--- config.mk ---
export PLATFORM = sky130hd
export DESIGN_NAME = cmd_arbiter
export DESIGN_NICKNAME = d
export VERILOG_FILES = /design/src/rtl/cmd_arbiter.sv
export SDC_FILE = /design/constraint.sdc
export NUM_CORES = 1
export LEC_CHECK = 0
export ABC_AREA = 1
export CAP_MARGIN = 15
export CORE_MARGIN = 5
export CORE_UTILIZATION = 41
export CTS_BUF_LIST = sky130_fd_sc_hd__clkbuf_8 sky130_fd_sc_hd__clkbuf_16
export DETAILED_ROUTE_END_ITERATION = 8
export HOLD_SLACK_MARGIN = 0.03
export PLACE_DENSITY = 0.87
export SETUP_SLACK_MARGIN = 0.15
export SYNTH_ARGS = -nofsm -noshare
export SYNTH_HDL_FRONTEND = slang
export SYNTH_SLANG_ARGS = --single-unit
export TNS_END_PERCENT = 30
--- constraint.sdc ---
create_clock -name clk -period 2.6 [get_ports clk]
set_input_delay 0.52 -clock clk [delete_from_list [all_inputs] [get_ports clk]]
set_output_delay 0.52 -clock clk [all_outputs]
set_load 0.05 [all_outputs]
--- src/rtl/cmd_arbiter.sv ---
// cmd_arbiter: read/write command arbiter with starvation guard feeding a single-entry output stage
module cmd_arbiter #(
  parameter int RD_STREAK_MAX = 4
) (
  input  logic        clk,
  input  logic        rst_n,
  input  logic [15:0] arid_i,
  input  logic [63:0] araddr_i,
  input  logic [7:0]  arlen_i,
  input  logic        arvalid_i,
  output logic        arready_o,
  input  logic [15:0] awid_i,
  input  logic [63:0] awaddr_i,
  input  logic [7:0]  awlen_i,
  input  logic        awvalid_i,
  output logic        awready_o,
  output logic        cmd_valid_o,
  input  logic        cmd_ready_i,
  output logic [80:0] cmd_data_o,
  output logic [7:0]  cmd_len_o,
  output logic        busy_o
);
  localparam int SW = $clog2(RD_STREAK_MAX + 1);
  localparam logic [SW-1:0] STREAK_MAX = SW'(RD_STREAK_MAX);
  typedef enum logic {EMPTY, FULL} state_e;
  state_e        state_q, state_d;
  logic [SW-1:0] streak_q, streak_d;
  logic [80:0]   data_q, data_d;
  logic [7:0]    len_q, len_d;
  logic          free, gnt_rd, gnt_wr;
  // Grant selection; reads win a contest until the streak limit, and nothing is granted while held in reset
  always_comb begin
    free   = (state_q == EMPTY) || cmd_ready_i;
    gnt_rd = rst_n && free && arvalid_i && (!awvalid_i || streak_q < STREAK_MAX);
    gnt_wr = rst_n && free && awvalid_i && !gnt_rd;
  end
  // Next-state for stage occupancy, captured command and read streak
  always_comb begin
    state_d  = (gnt_rd || gnt_wr) ? FULL : (cmd_ready_i ? EMPTY : state_q);
    data_d   = gnt_rd ? {1'b0, arid_i, araddr_i} : (gnt_wr ? {1'b1, awid_i, awaddr_i} : data_q);
    len_d    = gnt_rd ? arlen_i : (gnt_wr ? awlen_i : len_q);
    streak_d = (!awvalid_i || gnt_wr) ? '0 :
               ((gnt_rd && streak_q != STREAK_MAX) ? streak_q + SW'(1) : streak_q);
  end
  // State register with asynchronous discard of any held command
  always_ff @(posedge clk or negedge rst_n) begin
    if (!rst_n) begin
      state_q  <= EMPTY;
      streak_q <= '0;
      data_q   <= '0;
      len_q    <= '0;
    end else begin
      state_q  <= state_d;
      streak_q <= streak_d;
      data_q   <= data_d;
      len_q    <= len_d;
    end
  end
  assign arready_o   = gnt_rd;
  assign awready_o   = gnt_wr;
  assign cmd_valid_o = (state_q == FULL);
  assign cmd_data_o  = data_q;
  assign cmd_len_o   = len_q;
  assign busy_o      = cmd_valid_o || arvalid_i || awvalid_i;
endmodule

==> metrics.txt <==
status=finished clean; critical setup path kind=in2out; Worst-Margin Slew=0.634 ns; Peak VDD IR=334 uV; TritonCTS clock tree=yes; M1 wire length=6560 um; row cnt=41; Clock transition at path regs=0.07 ns; Final Setup Violations=0; Data arrival, critical path=1.75 ns; Startpoint Class=input port; Post-Syn Area=5150 um^2; grt total ovfl=0; crit end category=primary output; RSZ-0062 raised after global routing=no; pwr/cell area=675 nW/um^2; initial antenna violation count=0; Multi-input gate area=1940 um^2; Syn-to-layout area delta=62.6%; Reg2Reg Depth=7; die area=14900 um^2; GRT Util Overall=0.217; met2 wire length=8030 um; Final Cycle Share=0.874; count of input and output buffers=273; share of the synthesized area in the top cell type=0.452; Fin. Hold Viols=0; DR iter-0 viols=327; post-route cell area=8370 um^2; Critical Path RT=2.08 ns; clock skew=0.00989 ns; largest net degree at the start of global routing=51; fraction of layout cells with a size suffix above 1=0.0326; H-tree lvl count=3; Slew Viols, Final=0; post-synthesis register bit count=93; yosys warns=0; routed len/inst=13.5 um; pre-CTS setup slack=0.263 ns; most common cell after layout, fill and taps aside=nand2_1; most frequent cells in the layout=nand2_1 (360), clkdlybuf4s50_1 (269), inv_1 (183); clock network latency to the later pin of the worst-skew pair=0.33 ns; slowest stage delay, CP=0.53 ns; Post-CTS Hold Buffers=0; Reg-to-Reg End=cmd_data_o[5]$_DFFE_PN0P_; Routed WL=16400 um; number of antenna diodes=0; Post-DP HPWL=12100 um; Met3 Wirelength=1380 um; Finished Layout Cells=1216; # clock sinks=93; worst-path fanout max=4; Synth cell types=18; utilization after layout=0.671; register area share after synthesis=0.452; syn nets=966; r2r setup slk=0.85 ns; worst setup margin=0.328 ns; first-pass GRT wire length=25600 um; Antenna Violating Nets Remaining=0; Die Wd=122 um; die height=122 um; filler instances=1059; Slew headroom=0.578; CP Cell Sequence=clkdlybuf4s50_1 > nand2_1 > nand2_2 > inv_1 > nor2_1 > buf_12; Root Buffer=clkbuf_16; Starting Density=0.413; Worst R2R Start=cmd_valid_o$_DFFE_PN0P_; max_cap viols=0; GP Congestion=0.821; via count=5439; DRC viols=0; TritonCTS Buffers=9; Reg area=2330 um^2; highest metal used=met4; number of global-route vias before repair=5271; Fmax=440 MHz; Core ar.=12500 um^2; Syn Area/Cell=6.57 um^2; Setup Buffers After CTS=0; worst min path class=in2async; ranking of synthesized cells by area=dfrtp_1 (45%), nand2_1 (26%), inv_1 (13%); min Tclk post-route=2.27 ns; average via count per standard cell=4.47; I/O Pins=274; Static Leak=0.00459 uW; setup TNS=0 ns; Critical-path top delay cell=clkdlybuf4s50_1; First-pass DRT Iterations=5; Post-CTS Resized=0; Synth area leader=dfrtp_1; Post-Synthesis Cells=783; DP Cell Count=1201; maximum clock path buffer count=2; dpl cell area=8050 um^2; fin nets=1223
[flip-flops by register name, indices dropped and copies added, names as in the netlist]
register	flops
cmd_data_o	81
cmd_len_o	8
streak_q	3
cmd_valid_o	1
[area by class of cell]
cell class | count | share of cell area
Tap cell | 172 | 0.0257
Multi-Input combinational cell | 470 | 0.231
Sequential cell | 93 | 0.278
Clock buffer | 10 | 0.0286
Inverter | 183 | 0.0821
Timing Repair Buffer | 283 | 0.345
Clock inverter | 5 | 0.00912
[power breakdown]
part	switching (uW)	leakage [uW]	internal [uW]
logic	1520	0.00329	882
clock network	527	0.000156	858
registers	148	0.00114	1710
total	2200	0.00459	3450
[cells in the mapped netlist]
master and instances:
a21oi_1 3, a21oi_2 1, a21oi_4 1, buf_1 5, buf_2 9, buf_4 12, buf_6 1, clkbuf_1 10
dfrtp_1 93, ha_1 2, inv_1 182, inv_2 1, nand2_1 360, nand2_2 2, nand3_1 93, nor2_1 6
o21a_1 1, o21ai_0 1
[per-layer routing]
layer	global-route usage	vias up
met5	0	-
met4	0.0805	0
met3	0.0622	33
met2	0.375	187
met1	0.256	2458
li1	-	2761
[worst max-delay path, delay by kind of cell]
family,cells,cell delay (ns)
buffers and inverters,3,0.81
AND/OR/NAND/NOR,3,0.42
[per-stage QoR]
stage	hold slack [ns]	total power, uW
global placement	0.461	4270
CTS	0.332	5710
floorplan	0.224	3280
finish	0.298	5650
detailed placement	0.464	4300
global route	0.357	5920
[worst max-delay path by stage]
stage	depth (start not counted)	to	slack, ns	from
after floorplan	3	awready_o	0.51	cmd_valid_o$_DFFE_PN0P_
after global placement	9	cmd_data_o[75]$_DFFE_PN0P_	0.32	cmd_ready_i
after detailed placement	9	streak_q[0]$_DFFE_PN0P_	0.26	cmd_ready_i
after CTS	6	awready_o	0.33	awvalid_i
after global routing	6	awready_o	0.26	awvalid_i
final	6	awready_o	0.33	awvalid_i
[kinds of logic (layout without fill, tap and decap cells)]
kind of cell / after synthesis / count (layout) / share of synthesized area
adder cells (fa/ha/maj): 2 / 2 / 0.00486
buffers and inverters: 220 / 481 / 0.173
flip-flops: 93 / 93 / 0.452
AND/OR/NAND/NOR: 461 / 461 / 0.360
AO/OA/AOI/OAI: 7 / 7 / 0.0102
Power figures use the tool's default switching activity.
